**src/rtl/seq_div.sv**
```systemverilog
// seq_div: sequential signed restoring divider, one quotient bit per cycle.
// Ports: clk, rst (sync, active-high), start, dividend, divisor in;
//        busy, done, quotient, remainder, dz out.
// Optional macro SEQ_DIV_DZ_DETECT_EN enables the divide-by-zero shortcut.
module seq_div #(
    parameter int OPERAND_SIZE = 8
) (
    input  logic                    clk,
    input  logic                    rst,
    input  logic                    start,
    input  logic [OPERAND_SIZE-1:0] dividend,
    input  logic [OPERAND_SIZE-1:0] divisor,
    output logic                    busy,
    output logic                    done,
    output logic [OPERAND_SIZE-1:0] quotient,
    output logic [OPERAND_SIZE-1:0] remainder,
    output logic                    dz
);

    localparam int N  = OPERAND_SIZE;
    localparam int CW = (N > 1) ? $clog2(N) : 1;

    localparam logic [1:0] S_IDLE = 2'd0;
    localparam logic [1:0] S_CALC = 2'd1;
    localparam logic [1:0] S_SIGN = 2'd2;
    localparam logic [1:0] S_DONE = 2'd3;

    localparam logic [CW-1:0] CNT_INIT = CW'(N - 1);
    localparam logic [N-1:0]  ONE_N    = N'(1);

    logic [1:0]    state;
    logic [CW-1:0] cnt;
    // Dividend magnitude shifts out MSB first while quotient bits shift in,
    // so after N steps this register holds |quotient|.
    logic [N-1:0]  qsh;
    logic [N:0]    rem_p;
    logic [N:0]    dmag;
    logic          sign_a;
    logic          sign_b;

    logic [N-1:0]  a_mag;
    logic [N-1:0]  b_mag;
    logic [N:0]    r_shift;
    logic [N:0]    r_sub;
    logic          ge;
    logic [N-1:0]  q_signed;
    logic [N-1:0]  r_signed;

    // N-bit negation of -2^(N-1) yields 2^(N-1) read as unsigned: exact.
    always_comb begin
        a_mag    = dividend[N-1] ? (~dividend + ONE_N) : dividend;
        b_mag    = divisor[N-1] ? (~divisor + ONE_N) : divisor;
        r_shift  = (rem_p << 1) | {{N{1'b0}}, qsh[N-1]};
        ge       = (r_shift >= dmag);
        r_sub    = r_shift - dmag;
        q_signed = (sign_a ^ sign_b) ? (~qsh + ONE_N) : qsh;
        r_signed = sign_a ? (~rem_p[N-1:0] + ONE_N) : rem_p[N-1:0];
    end

    assign busy = (state == S_CALC) || (state == S_SIGN);
    assign done = (state == S_DONE);

`ifdef SEQ_DIV_DZ_DETECT_EN
    logic dz_q;
    assign dz = dz_q;
`else
    assign dz = 1'b0;
`endif

    always_ff @(posedge clk) begin
        if (rst) begin
            state     <= S_IDLE;
            cnt       <= '0;
            qsh       <= '0;
            rem_p     <= '0;
            dmag      <= '0;
            sign_a    <= 1'b0;
            sign_b    <= 1'b0;
            quotient  <= '0;
            remainder <= '0;
`ifdef SEQ_DIV_DZ_DETECT_EN
            dz_q      <= 1'b0;
`endif
        end else begin
            case (state)
                S_IDLE, S_DONE: begin
                    if (start) begin
                        sign_a <= dividend[N-1];
                        sign_b <= divisor[N-1];
                        qsh    <= a_mag;
                        dmag   <= {1'b0, b_mag};
                        rem_p  <= '0;
                        cnt    <= CNT_INIT;
                        state  <= S_CALC;
`ifdef SEQ_DIV_DZ_DETECT_EN
                        if (divisor == '0) begin
                            quotient  <= '0;
                            remainder <= dividend;
                            dz_q      <= 1'b1;
                            state     <= S_DONE;
                        end
`endif
                    end else begin
                        state <= S_IDLE;
                    end
                end
                S_CALC: begin
                    rem_p <= ge ? r_sub : r_shift;
                    qsh   <= {qsh[N-2:0], ge};
                    if (cnt == '0) begin
                        state <= S_SIGN;
                    end else begin
                        cnt <= cnt - 1'b1;
                    end
                end
                S_SIGN: begin
                    quotient  <= q_signed;
                    remainder <= r_signed;
`ifdef SEQ_DIV_DZ_DETECT_EN
                    dz_q      <= 1'b0;
`endif
                    state     <= S_DONE;
                end
                default: state <= S_IDLE;
            endcase
        end
    end

endmodule

```
**config.mk**
```make
export PLATFORM = sky130hd
export DESIGN_NAME = seq_div
export DESIGN_NICKNAME = d
export VERILOG_FILES = /design/src/rtl/seq_div.sv
export SDC_FILE = /design/constraint.sdc
export NUM_CORES = 1
export LEC_CHECK = 0
export CORE_ASPECT_RATIO = 1.4
export CORE_MARGIN = 2
export CORE_UTILIZATION = 23
export CTS_BUF_LIST = sky130_fd_sc_hd__clkbuf_8
export DETAILED_ROUTE_END_ITERATION = 8
export SLEW_MARGIN = 0
export SYNTH_ARGS = -nofsm -noshare
export SYNTH_HDL_FRONTEND = slang
export SYNTH_SLANG_ARGS = --single-unit
```
**constraint.sdc**
```tcl
create_clock -name clk -period 1.75 [get_ports clk]
set_input_delay 0.35 -clock clk [delete_from_list [all_inputs] [get_ports clk]]
set_output_delay 0.35 -clock clk [all_outputs]
set_load 0.01 [all_outputs]
```
# == After elaboration in Yosys (flattened, before gate mapping) ==
# Cells that the tools add are included.
# W data, S select, Z words.
# word_totals
inputBits,19
word_cells,51
ff_bits,47
out_inout_bits,19
# op_classes
bitwise_logic,6
add_sub_neg,6
order_cmp,1
n_mux,15
n_reduce_logical,8
eq_ne,6
# ops
cell,count
$mux W8,7
$add A8 B1 Y8 const B,4
$not A8 Y8,4
$pmux W8 S2,2
$ge A9 B8 Y1,1
$or A9 B1 Y9,1
$sub A8 B8 Y8,1
$mux W3,2
$pmux W2 S3,1
$pmux W3 S2,1
$eq A2 B2 Y1 const B,2
$ne A2 B2 Y1 const B,2
$reduce_and A2 Y1,2
$logic_not A3 Y1,1
$reduce_and A3 Y1,1
$sub A3 B1 Y3 const B,1
$eq A2 B1 Y1 const B,1
$logic_not A2 Y1,1
$mux W2,1
$ne A2 B1 Y1 const B,1
$reduce_bool A2 Y1,1
$reduce_or A2 Y1,1
$logic_or A1 B1 Y1,1
$mux W1,1
$xor A1 B1 Y1,1

# == Depth between registers and ports, before layout ==
# Gate-level depths: netlist of run 1.
# depth
depth_word,5
depth_mapped,9
ltp_nobuf,9

# == Worst setup path before layout of run 1 ==
# Ideal clock, no wire load.
# synth_path
path_type,flip-flop to flip-flop
start,register qsh[7]
end,register rem_p[6]
stages_incl_launch_ff,10
setup_time_ps,125
required_time_ps,1625
path_slack_ps,-107
arrival_time_ps,1731
synth_period_minus_slack_ps,1857
path_buffers,0
cell_sequence,dfxtp_1 -> inv_1 -> ha_1 -> inv_1 -> fa_1 -> a211oi_1 -> o21bai_1 -> a21oi_1 -> xor2_1 -> o21ai_0
# synth_between
elab_chain_cells,4
word_cells_on_any_way,5
cone_classes,add/sub: 1; order compare: 1; mux: 2; bitwise: 1
# synth_rtl
element,line,source
from (decl),35,logic [N-1:0] qsh;
from (signal assigned),90,qsh <= a_mag;
from (signal assigned),109,"qsh <= {qsh[N-2:0], ge};"
$or A9 B1 Y9 (*),53,"r_shift = (rem_p << 1) | {{N{1'b0}}, qsh[N-1]};"
$sub A8 B8 Y8 or $ge A9 B8 Y1 (tied branches),"55, 54",
$mux W8 (*),108,rem_p <= ge ? r_sub : r_shift;
$pmux W8 S2 (*),85,case (state)
to (signal assigned),108,
to (decl),36,logic [N:0] rem_p;
# Every way passes the cells marked *; elsewhere a longest branch is shown, timed or not.
# A chain may end at the register's enable or synchronous reset.

# == Worst setup path in the final report of run 1 ==
# layout_path
start,register qsh[7]
end,register rem_p[2]
# The elaborated chain is that of the path after synthesis.

==> impl_metrics.ini, run 1 <==
[detailed_routing]
avgRoutedWirePerCell_um = 12.5
via_count = 2721
drcViolationCount = 0
detailedRoute.firstPassIterationCount = 4
routed_wl_um = 7290
final_antenna_net_count = 0
drtIter0Drc = 117
avgViaCountPerCell = 4.68

[outcome]
violations = setup timing
outcome = finished, violations left

[power]
power_density_nw_per_um2 = 1530
p_total_mw = 6.35
clkPwrFrac_pct = 12.3
p_leak_nw = 1.59
seq_power_share_pct = 25.4
p_comb_share_pct = 62.3
power_switching_mw = 2.61
netSwitchingFraction_pct = 41.2
peakVddDrop_mv = 0.514
p_int_mw = 3.73

[flow_run]
cap_violations = 0

[cts]
clock_latency_ns = 0.31
numCtsBuffers = 5
clkSinkCount = 47
h-tree-depth = 2
cts_root_buffer = clkbuf_8
cts_buffer_depth = 2
cts_tree = built
clkTransAtPathRegs_ns = 0.09

[die]
dieArea_um2 = 13500
die_x_um = 98.7
coreArea_um2 = 12300
chipHeight_um = 137
num_io_pins = 38
start_util_pct = 23.4
rows = 48

[yosys]
synth-edff-count = 0
synth_seq_cells = 47
async_flop_share_pct = 0
netlist-cell-type-count = 55
synthSimpleGateAreaFrac_pct = 17.0
syn_avg_cell_area_um2 = 8.34
yosys.area_share.adder_pct = 8.07
synth_top_family_by_area = compound AO/OA/AOI/OAI gates
synth-compound-area-share_pct = 24.1
synth_flop_cell = dfxtp_1
yosysWarnings = 0
syn_inst = 346
synth_area_um2 = 2890
synth_nets = 383
synth-xor-area-share_pct = 8.15
muxShareOfSynthArea_pct = 3.47
yosysSeqAreaShare_pct = 32.6

[global_routing]
grt_pass1_vias = 2739
global_route.usage.total_pct = 11.0
grt-ovfl-total = 0
grt_pass1_wl_um = 12200
antenna_found_initial = 0
grt_max_degree = 32

[timing]
maxSlewViolCount = 0
rsz0062_at_grt = yes
hold_viol_final = 0
skew_ns = 0.00725
period_minus_slack_ns = 1.75
setup_viol = 2
fin_crit_sh_pct = 100
worst_slack_ns = -0.00264
max_freq_ghz = 0.571

[cells_and_area]
drive_above_1_share_pct = 26.2
multi_input_area_um2 = 1980
finalCoreUtilization_pct = 33.6
antennaDiodeCount = 0
seqCellArea_um2 = 953
fillers = 1267
area_growth_pct = 43.4
design_area_um2 = 4140
nNetsFinal = 469

[hold_path]
min_delay_worst_endpoint = cnt[0]
min_from = cnt[0]
min_path_type = flop to flop
hold_path_depth = 1

[worst_setup_path]
slowest_stage = dfxtp_2
r2r-start = qsh[7]
crit_path_start_kind = flop
path_cells = inv_2 -> ha_4 -> buf_4 -> nor2b_1 -> o21ai_4 -> a21oi_4 -> buf_6 -> mux2i_1 -> a22o_1
path_buf_inv = 3
cp.arrival_ns = 1.96
critPathMaxStageDelay_ns = 0.33
critPathKind = flop to flop
r2r_cells = 9
crit_path_end_kind = flop
r2r_setup_slack_ns = -0.003
reg2reg_to = rem_p[2]
crit_required_ns = 1.96
critPathTopFamily = compound AO/OA/AOI/OAI gates
critPathMaxFanout = 5

[placed_design]
hpwlAfterDp_um = 5570
numPortBuffers = 36
globalplace.congestion = 0.836
placed_area_um2 = 3760
through the flow:
| stage | setup TNS (ns) | hold WS, ns | worst slack [ns] | std cells |
|---|---|---|---|---|
| final | -0.00306 | 0.473 | -0.00264 | 582 |
| after global routing | -0.316 | 0.493 | -0.0964 | 582 |
| after CTS | -0.0957 | 0.479 | -0.0330 | 580 |
| after detailed placement | -1.22 | 0.471 | -0.187 | 568 |
| after global placement | -0.707 | 0.454 | -0.170 | 568 |
| after floorplan | 0 | 0.432 | 0.0318 | 346 |
cell type report:
cell class                      count  area share, %
Timing Repair Buffer               95           19.7
Inverter                           27           2.45
Clock buffer                        5           1.66
Clock inverter                      2          0.816
Sequential cell                    47           23.0
Multi-Input combinational cell    256           47.8
Tap cell                          150           4.54
worst max-delay path by stage:
stage                 from  endpoint  depth (start not counted)
6_report            qsh[7]  rem_p[2]                          9
5_1_grt             qsh[7]  rem_p[6]                          9
4_1_cts             qsh[7]  rem_p[6]                          9
3_5_place_dp   dividend[4]    qsh[6]                          6
3_3_place_gp   dividend[4]    qsh[6]                          6
2_1_floorplan      dmag[4]  rem_p[1]                          8
cell families (layout without fill, tap and decap cells):
| family | Yosys count | after routing |
|---|---|---|
| xor gates and xnor gates | 26 | 26 |
| DFF | 47 | 47 |
| buffers and inverters | 44 | 129 |
| adders and majority gates | 18 | 18 |
| and+or+nand+nor | 106 | 106 |
| other | 1 | 1 |
| muxes | 10 | 10 |
| AOI/OAI and AO/OA | 94 | 95 |
repair_timing:
action,in CTS,in global routing
setup buffers,4,2
hold buffers,0,0
pin swaps,9,7
setup endpoints to repair,11,12
gates resized for setup,18,27
cloned,1,0
power by group through the flow:
stage	sequential, mW	clock, mW	combinational, mW
floorplan	1.61	0	2.19
global placement	1.59	0	3.26
detailed placement	1.61	0	3.33
CTS	1.59	0.810	3.70
global route	1.66	0.839	4.34
finish	1.61	0.782	3.96
sequential cells by signal, indices dropped and copies added, names as in the netlist:
| register | count |
|---|---|
| cnt | 3 |
| dmag | 8 |
| qsh | 8 |
| quotient | 8 |
| rem_p | 8 |
| remainder | 8 |
| sign_a | 1 |
| sign_b | 1 |
| state | 2 |
layout by cell type (no fill, tap or decap), types with 12 or more instances in the layout:
| cell type | count |
|---|---|
| a211oi_1 | 22 |
| a21oi_1 | 14 |
| buf_4 | 55 |
| clkdlybuf4s50_1 | 34 |
| dfxtp_1 | 37 |
| inv_1 | 23 |
| nand2_1 | 32 |
| nor2_1 | 38 |
| xnor2_1 | 13 |
| xor2_1 | 12 |
cells in the mapped netlist (all sizes together) (2+ instances only):
cell type  count  area share, %
mux2i         10            3.5
nand2b         5            1.1
xor2          12            3.6
a21oi         19            4.2
nor2          40            5.2
buf           10            2.1
a31oi          5            1.3
dfxtp         47             33
nand2         32            4.2
nand3          8            1.4
inv           27            3.5
nor3           3           0.52
o21ai         17            3.3
nand3b         2           0.52
o31ai         10            2.8
nor4b          2           0.61
o211ai         3            1.1
a32oi          4            1.2
xnor2         14            4.5
nor2b          6            1.3
ha            17            7.4
clkbuf         7           0.91
a211oi        23            6.0
nor3b          2           0.69
or3            4            1.0
a311oi         2           0.61
layer usage:
metal / global-route usage [%] / share of wire, %
met5: 0 / 0
met4: 4.95 / 3.0
met3: 2.40 / 3.4
met2: 20.9 / 54
met1: 11.5 / 39
Note: power is estimated with default switching activity, not from simulation.
==> run 2, diff against run 1 <==
--- a/config.mk
+++ b/config.mk
@@ -10,6 +10,8 @@
 export CORE_UTILIZATION = 23
 export CTS_BUF_LIST = sky130_fd_sc_hd__clkbuf_8
 export DETAILED_ROUTE_END_ITERATION = 8
+export HOLD_SLACK_MARGIN = 0.05
+export SKIP_LAST_GASP = 1
 export SLEW_MARGIN = 0
 export SYNTH_ARGS = -nofsm -noshare
 export SYNTH_HDL_FRONTEND = slang
==> impl_metrics.ini, run 2 (synthesized netlist as in run 1, its figures left out) <==
[power]
p_leak_nw = 1.59
p_total_mw = 6.31
peakVddDrop_mv = 0.514
power_density_nw_per_um2 = 1530

[worst_setup_path]
path_buf_inv = 2
critPathMaxFanout = 5
critPathMaxStageDelay_ns = 0.33
critPathTopFamily = compound AO/OA/AOI/OAI gates
slowest_stage = dfxtp_2
crit_path_start_kind = flop
worst_path_most_repeated_cell = a21oi_4
crit_path_end_kind = flop
cp.arrival_ns = 1.96
path_cells = inv_1 -> ha_4 -> a21oi_4 -> o221ai_4 -> a21oi_4 -> buf_6 -> mux2i_1 -> a22o_1
critPathKind = flop to flop
crit_required_ns = 1.96

[cts]
numCtsBuffers = 5
cts_root_buffer = clkbuf_8
cts_buffer_depth = 2
clkTransAtPathRegs_ns = 0.09
cts_tree = built
h-tree-depth = 2
clock_latency_ns = 0.31
clkSinkCount = 47

[timing]
fin_crit_sh_pct = 100
rsz0062_at_grt = yes
setup_viol = 2
period_minus_slack_ns = 1.75
max_freq_ghz = 0.570
maxSlewViolCount = 0
worst_slack_ns = -0.00413
whs_ns = 0.473
fin_setup_tns_ns = -0.00617
skew_ns = 0.00723
hold_viol_final = 0

[die]
start_util_pct = 23.4
coreArea_um2 = 12300
dieArea_um2 = 13500
die_x_um = 98.7
rows = 48
chipHeight_um = 137
num_io_pins = 38

[detailed_routing]
avgRoutedWirePerCell_um = 12.5
drcViolationCount = 0
wl_met3_um = 236
drtIter0Drc = 122
final_antenna_net_count = 0
detailedRoute.firstPassIterationCount = 4
via_count = 2722
met1_length_um = 2900
top_layer_used = met4
avgViaCountPerCell = 4.68
wl_met2_um = 3960
routed_wl_um = 7290

[cells_and_area]
finalCoreUtilization_pct = 33.5
multi_input_area_um2 = 1980
antennaDiodeCount = 0
seqCellArea_um2 = 948
final_common_cell = buf_4
area_growth_pct = 42.8
layoutNonFillerInstCount = 582
design_area_um2 = 4120
mostFrequentLayoutCells = buf_4, dfxtp_1, nor2_1, clkdlybuf4s50_1, nand2_1
drive_above_1_share_pct = 24.8
fillers = 1270
nNetsFinal = 469

[placed_design]
hpwlAfterDp_um = 5570
placed_area_um2 = 3760
placed_cells = 568
numPortBuffers = 36
globalplace.congestion = 0.836
place_worst_setup_slack_ns = -0.187

[flow_run]
cap_violations = 0

[global_routing]
grt_pass1_wl_um = 12200
grt_max_degree = 32
grt-ovfl-total = 0
grt_pass1_vias = 2739
antenna_found_initial = 0
global_route.usage.total_pct = 11.0

[hold_path]
min_path_type = flop to flop

[outcome]
violations = setup timing
outcome = finished, violations left
[run 2: changes by cell type in the layout (fill, tap and decap cells not counted)]
cell,delta
inv_2,-2
inv_1,+2
dfxtp_1,+4
buf_4,+3
buf_6,-3
dfxtp_2,-4
[run 2: final cells by class]
cell class	count	area share, %
Multi-Input combinational cell	256	48.0
Sequential cell	47	23.0
Timing Repair Buffer	95	19.5
Tap cell	150	4.55
Inverter	27	2.46
Clock buffer	5	1.67
Clock inverter	2	0.820
[run 2: path summary, 6_finish.rpt]
path	cells after the start	endpoint	slack, ns	from
hold / removal	1	cnt[0]	0.47	cnt[0]
hold reg to reg	1	cnt[0]	0.47	cnt[0]
setup reg to reg	8	rem_p[2]	-0.004	dmag[6]
setup / recovery	8	rem_p[2]	-0.004	dmag[6]
[run 2: timing repair]
item	CTS	global route
cloned	1	0
hold buffers	0	0
setup endpoints to repair	11	12
gates resized for setup	18	18
setup buffers	4	2
hold endpoints to repair	0	0
pin swaps	9	6
[run 2: power breakdown]
group          leakage [nW]  switching (mW)  internal [mW]
clock                0.0554           0.370          0.413
combinational          1.14            2.00           1.93
sequential            0.387           0.234           1.37
total                  1.59            2.60           3.71
[run 2: metal layers]
layer,GRT usage [%],vias to the layer above
li1,-,1385
met5,0,-
met1,11.5,1282
met4,4.95,0
met2,20.9,43
met3,2.40,12
